## config.mk

```make
export PLATFORM = sky130hd
export DESIGN_NAME = register_file_mp
export DESIGN_NICKNAME = d
export VERILOG_FILES = /design/src/rtl/register_file_mp.sv
export SDC_FILE = /design/constraint.sdc
export NUM_CORES = 1
export LEC_CHECK = 0
export ABC_CLOCK_PERIOD_IN_PS = 1900
export CORE_AREA = 3 3 283 285
export CTS_BUF_LIST = sky130_fd_sc_hd__clkbuf_2
export DETAILED_ROUTE_END_ITERATION = 6
export DIE_AREA = 0 0 286 288
export PLACE_DENSITY = 0.64
export SLEW_MARGIN = 0
export SYNTH_ARGS = -nofsm -noshare
export SYNTH_HDL_FRONTEND = slang
export SYNTH_SLANG_ARGS = --single-unit
```

## constraint.sdc

```tcl
create_clock -name clk -period 1.9 [get_ports clk]
set_clock_uncertainty 0.1 [all_clocks]
set_input_delay 0.285 -clock clk [delete_from_list [all_inputs] [get_ports clk]]
set_output_delay 0.285 -clock clk [all_outputs]
set_load 0.02 [all_outputs]
```

## src/rtl/register_file_mp.sv

```systemverilog
// Multi-read-port register file with same-cycle write bypass and a per-register
// pending scoreboard used by the issue stage to track in-flight operands.
module register_file_mp #(
    parameter int ADDR_WIDTH     = 4,
    parameter int DATA_WIDTH     = 32,
    parameter int NUM_REGS       = 16,
    parameter int NUM_READ_PORTS = 2,
    parameter int ZERO_REG       = 1,
    parameter int BYPASS         = 1
) (
    input  logic                                 clk,
    input  logic                                 reset,
    input  logic                                 write,
    input  logic [ADDR_WIDTH-1:0]                write_addr,
    input  logic [DATA_WIDTH-1:0]                write_data,
    input  logic                                 reserve,
    input  logic [ADDR_WIDTH-1:0]                reserve_addr,
    input  logic [NUM_READ_PORTS-1:0]            read_en,
    input  logic [NUM_READ_PORTS*ADDR_WIDTH-1:0] read_addr,
    output logic [NUM_READ_PORTS*DATA_WIDTH-1:0] read_data,
    output logic [NUM_READ_PORTS-1:0]            read_busy,
    output logic [NUM_REGS-1:0]                  pending
);

    logic [DATA_WIDTH-1:0]                            regs [NUM_REGS];
    logic [NUM_REGS-1:0]                              pending_q;
    logic [NUM_READ_PORTS-1:0][ADDR_WIDTH-1:0]        raddr;
    logic [NUM_READ_PORTS-1:0][DATA_WIDTH-1:0]        rd_q;
    logic [NUM_READ_PORTS-1:0][DATA_WIDTH-1:0]        rd_d;
    logic [NUM_READ_PORTS-1:0]                        busy_q;
    logic [NUM_READ_PORTS-1:0]                        busy_d;
    logic                                             write_eff;
    logic                                             reserve_eff;

    // An address is architecturally live if it exists and is not the hardwired zero.
    function automatic logic addr_live(input logic [ADDR_WIDTH-1:0] a);
        return (int'(a) < NUM_REGS) && !((ZERO_REG != 0) && (a == '0));
    endfunction

    assign raddr       = read_addr;
    assign write_eff   = write && addr_live(write_addr);
    assign reserve_eff = reserve && addr_live(reserve_addr);

    // NOTE: every variable gets a default at the top of always_comb so no path leaves it unassigned (no latch).
    always_comb begin
        rd_d   = '0;
        busy_d = '0;
        for (int p = 0; p < NUM_READ_PORTS; p++) begin
            if (addr_live(raddr[p])) begin
                if ((BYPASS != 0) && write_eff && (write_addr == raddr[p])) begin
                    rd_d[p] = write_data;
                end else begin
                    rd_d[p]   = regs[raddr[p]];
                    busy_d[p] = pending_q[raddr[p]];
                end
            end
        end
    end

    // NOTE: the register array is reset because reads after reset must return 0; this keeps it in flops rather than a RAM macro.
    always_ff @(posedge clk or negedge reset) begin
        if (!reset) begin
            for (int i = 0; i < NUM_REGS; i++) begin
                regs[i] <= '0;
            end
            pending_q <= '0;
        end else begin
            // NOTE: non-blocking assignments so every read in this block sees pre-edge state.
            if (write_eff) begin
                regs[write_addr]      <= write_data;
                pending_q[write_addr] <= 1'b0;
            end
            // Placed after the write so a same-cycle reserve leaves the register pending.
            if (reserve_eff) begin
                pending_q[reserve_addr] <= 1'b1;
            end
        end
    end

    always_ff @(posedge clk or negedge reset) begin
        if (!reset) begin
            rd_q   <= '0;
            busy_q <= '0;
        end else begin
            for (int p = 0; p < NUM_READ_PORTS; p++) begin
                if (read_en[p]) begin
                    rd_q[p]   <= rd_d[p];
                    busy_q[p] <= busy_d[p];
                end
            end
        end
    end

    assign read_data = rd_q;
    assign read_busy = busy_q;
    assign pending   = pending_q;

endmodule

```

==> results of run 1 <==
registers in the layout, summed over array words and instances, names as in the netlist:
register / count
read_busy: 2
regs: 512
pending: 16
read_data: 64
cell type report:
class                   count  area share (%)
repair buffers            512            14.1
inverters                   7          0.0684
flip-flops and latches    594            38.8
diodes                      1         0.00652
multi-input cells        1352            39.9
well taps                1040            3.39
clock inverters            51           0.942
clock buffers             220            2.87
power by group through the flow:
stage | Clock (W) | Sequential, W | Combinational (W)
after global placement | 0 | 0.0174 | 0.00924
after CTS | 0.00973 | 0.0174 | 0.0101
after global routing | 0.0104 | 0.0178 | 0.0109
after detailed placement | 0 | 0.0176 | 0.00952
after floorplan | 0 | 0.0173 | 0.00628
final | 0.00938 | 0.0175 | 0.0102
cells in the final DEF, fill, tap and decap left out, types with 3 or more instances in the layout:
cell             Yosys  final
nor2_4               0     12
o31ai_1              4      3
o22ai_1             62     62
buf_4               18    242
a211oi_2             0     47
nor2_1              15      3
dlygate4sd3_1        0     65
clkdlybuf4s50_1      0     42
clkbuf_2             0    220
nand2b_2             0      3
nor2b_1             65     59
mux4_2             122    139
nand2_1             16     16
nor2b_4              0      6
a221o_1            125    125
clkinv_1             0     32
nand3b_1             9      9
inv_2                0      6
o21ai_0             21     19
inv_1                7      7
buf_8                0      3
xnor2_1              8      8
a32o_1               3      3
mux2i_1            127    127
buf_12               2     77
nand3_1              3      3
dfrtp_2              0     14
buf_6               12     83
clkinv_2             0      6
dfrtp_1            594    580
nand2b_1             7      4
a211oi_1           124     75
mux2_2             608    607
bufinv_16            0      6
through the flow:
step	setup WS [ns]	TNS (ns)	hold WS, ns	util (%)
6_report	-0.445	-29.58	0.108	49.5
5_1_grt	-0.590	-42.29	0.0397	49.5
3_5_place_dp	-0.589	-267.02	0.0841	45.9
2_1_floorplan	-0.0293	-0.769	-0.111	-
3_3_place_gp	-0.588	-261.89	0.0767	45.9
4_1_cts	-0.629	-45.45	0.00695	49.2
final timing paths:
path / from / cells after the start / endpoint
worst min register to register: regs[495] / 0 / regs[495]
worst min-delay path: write / 5 / pending[11]
worst max register to register: regs[302] / 5 / read_data[46]
min in group asynchronous: reset / 5 / regs[231]
worst max-delay path: read_data[37] / 1 / read_data[37]
max in group asynchronous: reset / 7 / pending[13]
cell families (layout without fill, tap and decap cells):
family                    Yosys count  count (layout)
other                               0               1
buffers and inverters             263             790
muxes                             874             874
DFF                               594             594
xor gates and xnor gates            8               8
and+or+nand+nor                   122             122
AOI/OAI and AO/OA                 348             348
what timing repair did:
action,CTS,global route
buffers inserted,47,17
endpoints found under the setup margin,90,112
endpoints found under the hold margin,1155,1
pin swaps,6,19
gates resized for setup,509,21
hold buffers,66,1
cloned,0,0
metal layers:
metal | vias up | track usage [%]
li1 | 9464 | -
met1 | 11700 | 30.0
met2 | 772 | 39.0
met3 | 233 | 4.70
met4 | 0 | 10.3
met5 | - | 0
==> results.cfg, run 1 <==
[placed_design]
placed_area_mm2 = 0.0356
globalplace.congestion = 0.822
hpwlAfterDp_um = 63100
dpl.cell_count = 3379
io_buffers = 135

[grt]
track_usage_pct = 23.5
antenna_found_initial = 1
grt_pass1_vias = 23900
grt_pass1_wl_um = 148000
grt_max_degree = 93
grt_overflow = 0

[drt]
drc = 0
met2_length_um = 47200
wl_per_cell_um = 25.5
viasPerCell = 5.87
top_layer = met4
antenna_left = 0
wl_met3_um = 5090
firstDrtPassIters = 5
drtIter0Drc = 1592
via_count = 22200
wl_met1_um = 40400
wl_um = 96400

[layout]
layout.nets = 2680
fin_cells = 3777
layout-drive-gt1-share_pct = 54.2
syn2layout_area_growth_pct = 23.6
final_area_mm2 = 0.0384
multi_input_area_mm2 = 0.0153
register_area_mm2 = 0.0149
fill_cells = 6765

[sta]
maxSlewHeadroom_pct = 41.6
fmax_mhz = 426
setup_violations = 83
finalCritPeriodShare_pct = 123
hold_viol = 0
slew_viol_final = 0
setup_slack_ns = -0.445
rsz0062_at_grt = yes
period_minus_slack_ns = 2.34
worst_pin_slew_ns = 0.875

[critical_path]
worst-path-buf-inv = 1
crit_path_cell_trace = buf_6
reg2reg_slack_ns = -0.01
critPathArrivalTime_ns = 1.96
critPathMaxStageDelay_ns = 0.46
crit_required_ns = 1.51
critPathKind = reg -> out
crit_family = flip-flops
critPathSlowestCell = dfrtp_1
cp-end-kind = output pin
critPathMaxFanout = 2
start_kind = flip-flop

[pwr]
switching_power_w = 0.0117
power_w = 0.0371
ir_drop_mv = 0.474
p_leak_nw = 16.6
intPower_w = 0.0254
swShare_pct = 31.5
clkPwrFrac_pct = 25.3
powerDensity_mw_per_mm2 = 965
comb_power_share_pct = 27.5
p_seq_share_pct = 47.2

[synthesis]
seq_area_frac_synth_pct = 47.8
avgSynthCellArea_um2 = 14.1
synth_most_common_cell = mux2_2
synthArstFlopShare_pct = 100
synth_top_area_share_pct = 47.8
yosys_warnings = 0
mappedNetlistArea_mm2 = 0.0311
synth_top_family_by_area = multiplexers
synthSimpleGateAreaFrac_pct = 2.26
synth-xor-area-share_pct = 0.225
synthAdderAreaFrac_pct = 0
netlist_instances = 2209
synth.area.mux_share_pct = 36.4
ys.flop_type = dfrtp_1
synth-compound-area-share_pct = 9.12
synth_edf_count = 0
ys_seq_elements = 594
synth.top_cells.by_count = mux2_2, dfrtp_1, clkbuf_1, mux2i_1, a221o_1
ys_types = 35
yosysTopAreaCell = dfrtp_1
ys_top_cells_by_area = dfrtp_1, mux2_2, mux4_2
synth_nets = 2263

[cts]
clockBufferDepth = 3
path_clk_slew_ns = 0.12
cts_tree = done
htree_levels = 4
numCtsBuffers = 159
clock_latency_ns = 1.35
root_buffer = clkbuf_2
cts_sinks = 594

[outcome]
status = finished, violations left
violations = setup timing

[floorplanning]
ioPinCount = 136
core_area_mm2 = 0.0776
die_w_um = 286
initial_core_util_pct = 40.0
rows = 102
die-area_mm2 = 0.0824
die-height_um = 288

[min_path]
hp-class = in -> reg

[flow_run]
max_cap_violations = 0
Note: power is estimated with default switching activity, not from simulation.
==> run 2: changes to the inputs <==
--- a/config.mk
+++ b/config.mk
@@ -11,6 +11,7 @@
 export DETAILED_ROUTE_END_ITERATION = 6
 export DIE_AREA = 0 0 286 288
 export PLACE_DENSITY = 0.64
+export RECOVER_POWER = 50
 export SLEW_MARGIN = 0
 export SYNTH_ARGS = -nofsm -noshare
 export SYNTH_HDL_FRONTEND = slang
==> run 2 against run 1 <==
  * The flow still finishes with violations (setup timing)
  * Cell count barely moved
  * Via count shrank 0.37%
  * Critical endpoint is now read_data[34]
  * Total power decreased by 0.12%
  * Critical path depth did not move
  * Utilization is 0.25 points lower
  * Fmax is 0.44% higher
  * Highest routed layer unchanged
  * Sequential power hardly changed
==> results.cfg, run 2 (same netlist as run 1, synthesis figures left out) <==
[layout]
syn2layout_area_growth_pct = 22.9
layout.nets = 2680
largest_reg_flops = 512
top_register = regs
final_common_cell = mux2_2
final_area_mm2 = 0.0382
final_cell_mix = mux2_2, dfrtp_1, buf_4
layout-drive-gt1-share_pct = 53.8
utilization_pct = 49.2

[sta]
setup_violations = 750
maxSlewHeadroom_pct = 34.0
fin_setup_tns_ns = -148.52
rsz0062_at_grt = yes
hold_viol = 0
finalCritPeriodShare_pct = 123
period_minus_slack_ns = 2.33
setup_slack_ns = -0.435
worst_pin_slew_ns = 0.991
fmax_mhz = 428
slew_viol_final = 0

[floorplanning]
rows = 102
initial_core_util_pct = 40.0
die-height_um = 288
ioPinCount = 136
core_area_mm2 = 0.0776
die_w_um = 286
die-area_mm2 = 0.0824

[drt]
viasPerCell = 5.85
via_count = 22100
wl_um = 96400
wl_per_cell_um = 25.5
antenna_left = 0
firstDrtPassIters = 5
drc = 0
drtIter0Drc = 1588

[critical_path]
crit_path_cell_trace = buf_6
regToRegEndpoint = read_data[46]
crit_family = flip-flops
worst-path-buf-inv = 1
critPathSlowestCell = dfrtp_1
cp-end-kind = output pin
critPathKind = reg -> out
start_kind = flip-flop
critPathArrivalTime_ns = 1.95
reg2reg_slack_ns = 0
critPathMaxStageDelay_ns = 0.46
crit_required_ns = 1.51
reg2regPathDepth = 5
critPathMaxFanout = 2
r2r-start = regs[302]

[cts]
root_buffer = clkbuf_2
cts_sinks = 594
htree_levels = 4
clockBufferDepth = 3
path_clk_slew_ns = 0.11
clock_latency_ns = 1.34
numCtsBuffers = 159
cts_tree = done

[min_path]
hp-class = in -> reg
min_path_cells = 5
hold_path_end = pending[11]
worstHoldStart = write

[pwr]
comb_power_share_pct = 27.5
ir_drop_mv = 0.470
powerDensity_mw_per_mm2 = 969
power_w = 0.0370
intPower_w = 0.0254
switching_power_w = 0.0117
p_leak_nw = 16.5
clkPwrFrac_pct = 25.3
swShare_pct = 31.5
p_seq_share_pct = 47.2

[outcome]
violations = setup timing
status = finished, violations left

[grt]
grt_pass1_vias = 23900
track_usage_pct = 23.5
grt_max_degree = 93
antenna_found_initial = 1
grt_pass1_wl_um = 148000
grt_overflow = 0

[placed_design]
placed_area_mm2 = 0.0356
hpwlAfterDp_um = 63100
io_buffers = 135
globalplace.congestion = 0.822
detailedPlace.worstSlack_ns = -0.589

[flow_run]
max_cap_violations = 0
==> run 2: worst max path at each step <==
stage | start | end | slack, ns | cells past startpoint
floorplan | read_addr[1] | read_data[10] | -0.03 | 7
global placement | write_addr[1] | read_data[24] | -0.59 | 8
detailed placement | write_addr[1] | regs[358] | -0.59 | 7
CTS | read_data[3] | read_data[3] | -0.63 | 1
global route | read_data[49] | read_data[49] | -0.59 | 1
finish | read_data[34] | read_data[34] | -0.43 | 1
==> run 2: area by class of cell <==
type	instances	area [um2]
multi-input combinational	1352	15300
clock buffer	220	1100
inverter	7	26.3
tap	1040	1300
timing repair buffer	512	5230
clock inverter	51	362
antenna	2	5.00
fill	6792	39400
sequential	594	14900
==> run 2: power by group through the flow <==
stage	clock [W]	sequential, W	combinational, W
2_1_floorplan	0	0.0173	0.00628
3_3_place_gp	0	0.0174	0.00924
3_5_place_dp	0	0.0176	0.00952
4_1_cts	0.00973	0.0174	0.0101
5_1_grt	0.0104	0.0178	0.0109
6_report	0.00937	0.0175	0.0102
==> run 2: stage by stage <==
| step | cells | hold WS [ns] |
|---|---|---|
| after floorplan | 2209 | -0.111 |
| after global placement | 3379 | 0.0767 |
| after global routing | 3777 | 0.0403 |
| final | 3778 | 0.115 |
| after CTS | 3762 | 0.00695 |
| after detailed placement | 3379 | 0.0841 |
==> run 2: metal layers <==
metal / GRT usage [%] / up-vias / share of wire (%)
li1: - / 9453 / -
met1: 30.0 / 11600 / 42
met5: 0 / - / 0
met2: 39.0 / 777 / 49
met3: 4.70 / 228 / 5.6
met4: 10.3 / 0 / 3.8
==> run 2: repair_timing <==
item	4_1_cts	5_1_grt
setup endpoints to repair	90	112
pin swaps	6	19
hold buffers	66	1
gates cloned	0	0
setup buffers	47	17
endpoints found under the hold margin	1155	1
gates resized for setup	509	21
